### config.mk
export PLATFORM = sky130hd
export DESIGN_NAME = cmul_arbiter
export DESIGN_NICKNAME = d
export VERILOG_FILES = /design/src/rtl/cmul_arbiter_pkg.sv /design/src/rtl/cmul_arbiter_cmult.sv /design/src/rtl/cmul_arbiter_rr_select.sv /design/src/rtl/cmul_arbiter.sv
export SDC_FILE = /design/constraint.sdc
export NUM_CORES = 2
export LEC_CHECK = 0
export ABC_AREA = 1
export BUFFER_PORTS_ARGS = -buffer_cell sky130_fd_sc_hd__buf_4
export CORE_UTILIZATION = 41
export CTS_CLUSTER_SIZE = 8
export DETAILED_ROUTE_END_ITERATION = 7
export SLEW_MARGIN = 20
export SYNTH_ARGS = -nofsm -noshare
export SYNTH_HDL_FRONTEND = slang
export SYNTH_HIERARCHICAL = 1
export SYNTH_SLANG_ARGS = --single-unit
### constraint.sdc
create_clock -name clk -period 7.8 [get_ports clk]
set_input_delay 0.78 -clock clk [delete_from_list [all_inputs] [get_ports clk]]
set_output_delay 0.78 -clock clk [all_outputs]
set_load 0.005 [all_outputs]
### src/rtl/cmul_arbiter_pkg.sv
// Shared types and helpers for the complex-multiplier arbiter: operand slicing,
// default width, requester-index width and the response register state.
package cmul_arbiter_pkg;

    localparam int DEFAULT_WIDTH = 32;
    localparam int DEFAULT_HALF  = DEFAULT_WIDTH / 2;

    typedef enum logic {
        RSP_EMPTY = 1'b0,
        RSP_FULL  = 1'b1
    } rsp_state_e;

    // Index width for n requesters; never below one bit.
    function automatic int idx_width(input int n);
        return (n <= 2) ? 1 : $clog2(n);
    endfunction

    function automatic logic signed [DEFAULT_HALF-1:0] re(input logic [DEFAULT_WIDTH-1:0] v);
        return v[DEFAULT_WIDTH-1:DEFAULT_HALF];
    endfunction

    function automatic logic signed [DEFAULT_HALF-1:0] im(input logic [DEFAULT_WIDTH-1:0] v);
        return v[DEFAULT_HALF-1:0];
    endfunction

endpackage

### src/rtl/cmul_arbiter_cmult.sv
// Combinational complex multiplier on packed {real, imag} halves; products are
// exact at WIDTH bits, sum and difference wrap modulo 2^WIDTH.
module ComplexMultiplier #(
    parameter int WIDTH = 32
) (
    input  logic [WIDTH-1:0]   a,
    input  logic [WIDTH-1:0]   b,
    output logic [2*WIDTH-1:0] p
);

    localparam int H = WIDTH / 2;

    logic signed [WIDTH-1:0] w_ar, w_ai, w_br, w_bi;
    logic signed [WIDTH-1:0] w_rr, w_ii, w_ri, w_ir;

    assign w_ar = {{H{a[WIDTH-1]}}, a[WIDTH-1:H]};
    assign w_ai = {{H{a[H-1]}},     a[H-1:0]};
    assign w_br = {{H{b[WIDTH-1]}}, b[WIDTH-1:H]};
    assign w_bi = {{H{b[H-1]}},     b[H-1:0]};

    assign w_rr = w_ar * w_br;
    assign w_ii = w_ai * w_bi;
    assign w_ri = w_ar * w_bi;
    assign w_ir = w_ai * w_br;

    assign p = {w_rr - w_ii, w_ri + w_ir};

endmodule

### src/rtl/cmul_arbiter_rr_select.sv
// Round-robin priority selector: first asserted request at or after ptr,
// wrapping modulo N (N is a power of two, so index arithmetic wraps naturally).
module rr_select
    import cmul_arbiter_pkg::*;
#(
    parameter  int N  = 4,
    localparam int IW = idx_width(N)
) (
    input  logic [N-1:0]  req,
    input  logic [IW-1:0] ptr,
    output logic          grant_valid,
    output logic [IW-1:0] winner
);

    logic [IW-1:0] w_idx;

    // Scan from the farthest offset down so the nearest match is written last.
    always_comb begin
        grant_valid = 1'b0;
        winner      = '0;
        w_idx       = '0;
        for (int k = N - 1; k >= 0; k--) begin
            w_idx = ptr + IW'(k);
            if (req[w_idx]) begin
                grant_valid = 1'b1;
                winner      = w_idx;
            end
        end
    end

endmodule

### src/rtl/cmul_arbiter.sv
// Round-robin arbiter sharing one complex multiplier among N_REQ requesters,
// with a single registered response slot and a completed-operation counter.
module cmul_arbiter
    import cmul_arbiter_pkg::*;
#(
    parameter  int N_REQ = 4,
    parameter  int WIDTH = DEFAULT_WIDTH,
    localparam int IW    = idx_width(N_REQ)
) (
    input  logic                   clk,
    input  logic                   rst,
    input  logic [N_REQ-1:0]       req_valid,
    output logic [N_REQ-1:0]       req_ready,
    input  logic [N_REQ*WIDTH-1:0] req_a,
    input  logic [N_REQ*WIDTH-1:0] req_b,
    output logic                   rsp_valid,
    input  logic                   rsp_ready,
    output logic [2*WIDTH-1:0]     rsp_result,
    output logic [IW-1:0]          rsp_id,
    output logic [31:0]            op_count,
    output rsp_state_e             o_dbg_state
);

    rsp_state_e         r_state;
    logic [IW-1:0]      r_ptr;
    logic [IW-1:0]      r_id;
    logic [2*WIDTH-1:0] r_result;
    logic [31:0]        r_op_count;

    logic               w_can_accept;
    logic               w_any_valid;
    logic               w_grant;
    logic [IW-1:0]      w_winner;
    logic [WIDTH-1:0]   w_a;
    logic [WIDTH-1:0]   w_b;
    logic [2*WIDTH-1:0] w_prod;

    // rsp_ready reaches req_ready combinationally so a draining slot refills in the same cycle.
    assign w_can_accept = (r_state == RSP_EMPTY) || rsp_ready;
    assign w_grant      = w_any_valid && w_can_accept && !rst;

    rr_select #(.N(N_REQ)) u_sel (
        .req         (req_valid),
        .ptr         (r_ptr),
        .grant_valid (w_any_valid),
        .winner      (w_winner)
    );

    assign w_a = req_a[int'(w_winner)*WIDTH +: WIDTH];
    assign w_b = req_b[int'(w_winner)*WIDTH +: WIDTH];

    ComplexMultiplier #(.WIDTH(WIDTH)) u_cmul (
        .a (w_a),
        .b (w_b),
        .p (w_prod)
    );

    always_comb begin
        req_ready = '0;
        if (w_grant) req_ready[w_winner] = 1'b1;
    end

    always_ff @(posedge clk or posedge rst) begin
        if (rst) begin
            r_state    <= RSP_EMPTY;
            r_ptr      <= '0;
            r_id       <= '0;
            r_result   <= '0;
            r_op_count <= '0;
        end else begin
            if (w_grant) begin
                r_state  <= RSP_FULL;
                r_result <= w_prod;
                r_id     <= w_winner;
                r_ptr    <= w_winner + IW'(1);
            end else if (rsp_ready) begin
                r_state  <= RSP_EMPTY;
            end
            if ((r_state == RSP_FULL) && rsp_ready) r_op_count <= r_op_count + 32'd1;
        end
    end

    assign rsp_valid   = (r_state == RSP_FULL);
    assign rsp_result  = r_result;
    assign rsp_id      = r_id;
    assign op_count    = r_op_count;
    assign o_dbg_state = r_state;

endmodule

==> flow_summary.ini <==
[critical_path]
setup.worst_path.start_class = register
cp.required_ps = 8160
critical_path.endpoint = rsp_result[57]$_DFFE_PP0P_
slowest_stage = fa_1
cp-end-kind = register
cp_common_cell = fa_1
critPathKind = reg2reg
critPathLaunch = r_ptr[0]$_DFFE_PP0P_
r2r_setup_slack_ps = -590
reg2reg_depth = 39
critPathArrivalTime_ps = 8750
worstReg2RegStart = r_ptr[0]$_DFFE_PP0P_
crit_fanout = 15
r2r-end = rsp_result[57]$_DFFE_PP0P_
cpPeakStageDelay_ps = 510

[synthesis]
synthArstFlopShare_pct = 100.0
synth_nets = 7823
synth-edff-count = 0
synth_mux_area_share_pct = 0
synth_area_leaders = fa_1 (48%), inv_1 (15%), nand2_1 (12%)
synth_ff_type = dfrtp_1
post-synth-top-area-fraction_pct = 48.02
synth_compound_area_share_pct = 3.897
ys_ff_latch = 101
synthAdderAreaFrac_pct = 56.17
synth-simple-area-share_pct = 16.36
syn_area_um2 = 47900
synth_cells = 6099
synth_xor_area_share_pct = 1.426
synth-seq-area-share_pct = 5.276
synth_top_family_by_area = adder cells
yosys_warnings = 6
ys_types = 40
synth_area_per_cell_um2 = 7.854
synth_largest_area_cell = fa_1

[clocking]
clock-sinks = 101
cts.htree.levels = 3
clk_pin_slew_worst_paths_ps = 90
cts_tree = yes
cts_buffers = 9
ctsLongestPathBuffers = 2
hold_buffers = 0
clkLatencyLatePin_ps = 420
cts-root-buf = clkbuf_16

[run_status]
status = finished, violations left
violations = setup timing

[timing]
clock_skew_ps = 14.09
hold_viol = 0
setup_slack_ps = -589.4
setup_viol = 46
tightest_slew_ps = 961.9
layout_min_cycle_time_ps = 8389
slew_viol_final = 0
timing.slew.headroom_pct = 35.88
period_share_pct = 107.6
rsz0062_at_grt = true
fmax_mhz = 119.2

[floorplanning]
design.die.area_um2 = 118200
start_util_pct = 41.28
io_pins = 367
core-area_um2 = 116000
die_w_um = 343.8
die-height_um = 343.8
row_count = 125

[routing]
antenna_left = 0
routed-via-count = 41050
drtIter0Drc = 2446
wirelength_um = 161300
viasPerCell = 4.826
drt-pass1-iter-count = 6
remaining_drc_errors = 0
wl_per_cell_um = 18.96

[cells_and_area]
multi_input_area_um2 = 39720
syn_to_final_growth_pct = 29.47
fin_cells = 8507
seqCellArea_um2 = 2527
fillers = 10970
layout.nets = 8699
drive_above_1_share_pct = 23.43

[global_route]
grt_pass1_vias = 43990
grt_max_degree = 75
grt_overflow_total = 0
grtUsageMet1_pct = 35.95
grt_pass1_wl_um = 250500
met2_usage_pct = 47.36
track_usage_pct = 28.18
busiest_layer = met2
grt_use_met3_pct = 4.460
antenna_found_initial = 3

[placement]
place_hpwl_um = 137200
io_buffers = 366
dpl.cell_count = 8381
routabilityCongestion = 0.9558

[worst_hold_path]
worstHoldPathType = in2async

[job]
max_cap_violations = 0
worst max-delay path, delay by kind of cell, from the launching register on:
kind / cells / cell delay (ps)
compound gates: 5 / 820
xor+xnor: 1 / 180
fa+ha+maj: 9 / 4230
buf+inv: 14 / 1580
flops: 1 / 430
simple gates: 10 / 1070
area by class of cell:
cell class,count,area share [%]
antenna,4,0.01614
clock buffer,9,0.3632
clock inverter,6,0.1332
inverter,1885,11.48
multi-input combinational,3862,64.05
sequential,101,4.075
tap,1524,3.075
timing repair buffer,1116,16.80
routing by layer:
layer / share of wire, % / vias up
li1: - / 18910
met1: 40 / 20490
met4: 4.9 / 2
met3: 6.8 / 266
met5: 0.0081 / -
met2: 48 / 1389
worst min path at each step:
stage / startpoint / endpoint / slack [ps] / cells past startpoint
4_1_cts: rst / rsp_result[0]$_DFFE_PP0P_ / 400 / 2
6_report: rst / rsp_id[0]$_DFFE_PP0P_ / 420 / 2
3_5_place_dp: rsp_result[40]$_DFFE_PP0P_ / rsp_result[40]$_DFFE_PP0P_ / 470 / 2
3_3_place_gp: rsp_result[13]$_DFFE_PP0P_ / rsp_result[13]$_DFFE_PP0P_ / 470 / 2
5_1_grt: rst / rsp_id[0]$_DFFE_PP0P_ / 460 / 2
2_1_floorplan: rsp_result[63]$_DFFE_PP0P_ / rsp_result[63]$_DFFE_PP0P_ / 470 / 2
synth_stat cells (3+ instances only):
library cell / count
nand3b_1: 15
o21ai_2: 3
xnor2_1: 25
a21oi_1: 70
nand2_2: 13
nand3_1: 79
a21boi_0: 3
nor2_2: 8
ha_1: 312
nor3_1: 12
o21bai_1: 9
fa_1: 1149
o22ai_1: 64
buf_2: 23
inv_1: 1878
o21ai_0: 163
nand2_1: 1517
nor2_4: 3
o21ai_1: 6
nand4_1: 22
nor2_1: 292
buf_4: 7
clkbuf_1: 220
a21oi_2: 5
a21o_1: 6
or2_2: 18
dfrtp_1: 101
o211ai_1: 4
xor2_1: 53
inv_2: 6
through the flow:
stage	hold WS, ps	setup TNS [ps]	worst slack, ps	area [µm²]	util (%)
3_3_place_gp	465.8	-64700	-1871	58640	50.53
2_1_floorplan	465.4	-3380	-225.6	48780	-
3_5_place_dp	466.5	-55910	-1480	58640	50.53
5_1_grt	462.7	-33520	-878.0	62010	53.44
6_report	421.0	-18030	-589.4	62020	53.44
4_1_cts	397.5	-17280	-588.4	61240	52.77
logic make-up after synthesis:
kind of cell	count (synthesis)
compound gates	338
fa+ha+maj	1461
buf+inv	2136
xor+xnor	78
simple gates	1985
flops	101
flip-flops by register name, summed over array words and instances (netlist names):
name         flops
rsp_result      64
op_count        32
r_ptr            2
rsp_id           2
o_dbg_state      1
cells in the final DEF (no fill, tap or decap), types with 22 or more instances in the layout:
master   count
o21ai_2     33
xnor2_1     23
buf_4      944
xor2_1      48
nand3_1     65
nor2_1     224
o21ai_0     77
dfrtp_1    101
ha_4        40
o21ai_1     50
ha_1       271
inv_2       49
nor2_4      28
a21oi_2     34
nor2_2      51
nand2_2     53
buf_12     123
o22ai_2     44
buf_6       26
fa_2        39
a21oi_1     30
nand4_1     22
nand2_1   1463
fa_1      1110
inv_1     1825
repair_timing:
action | CTS | global route
gates cloned | 14 | 1
gates resized for setup | 362 | 138
setup endpoints to repair | 49 | 50
pin swaps | 107 | 84
buffers inserted | 65 | 31
Power is left out: the tool's default activity adds up to more than one toggle a clock period on the data nets, which glitch-free logic cannot reach.
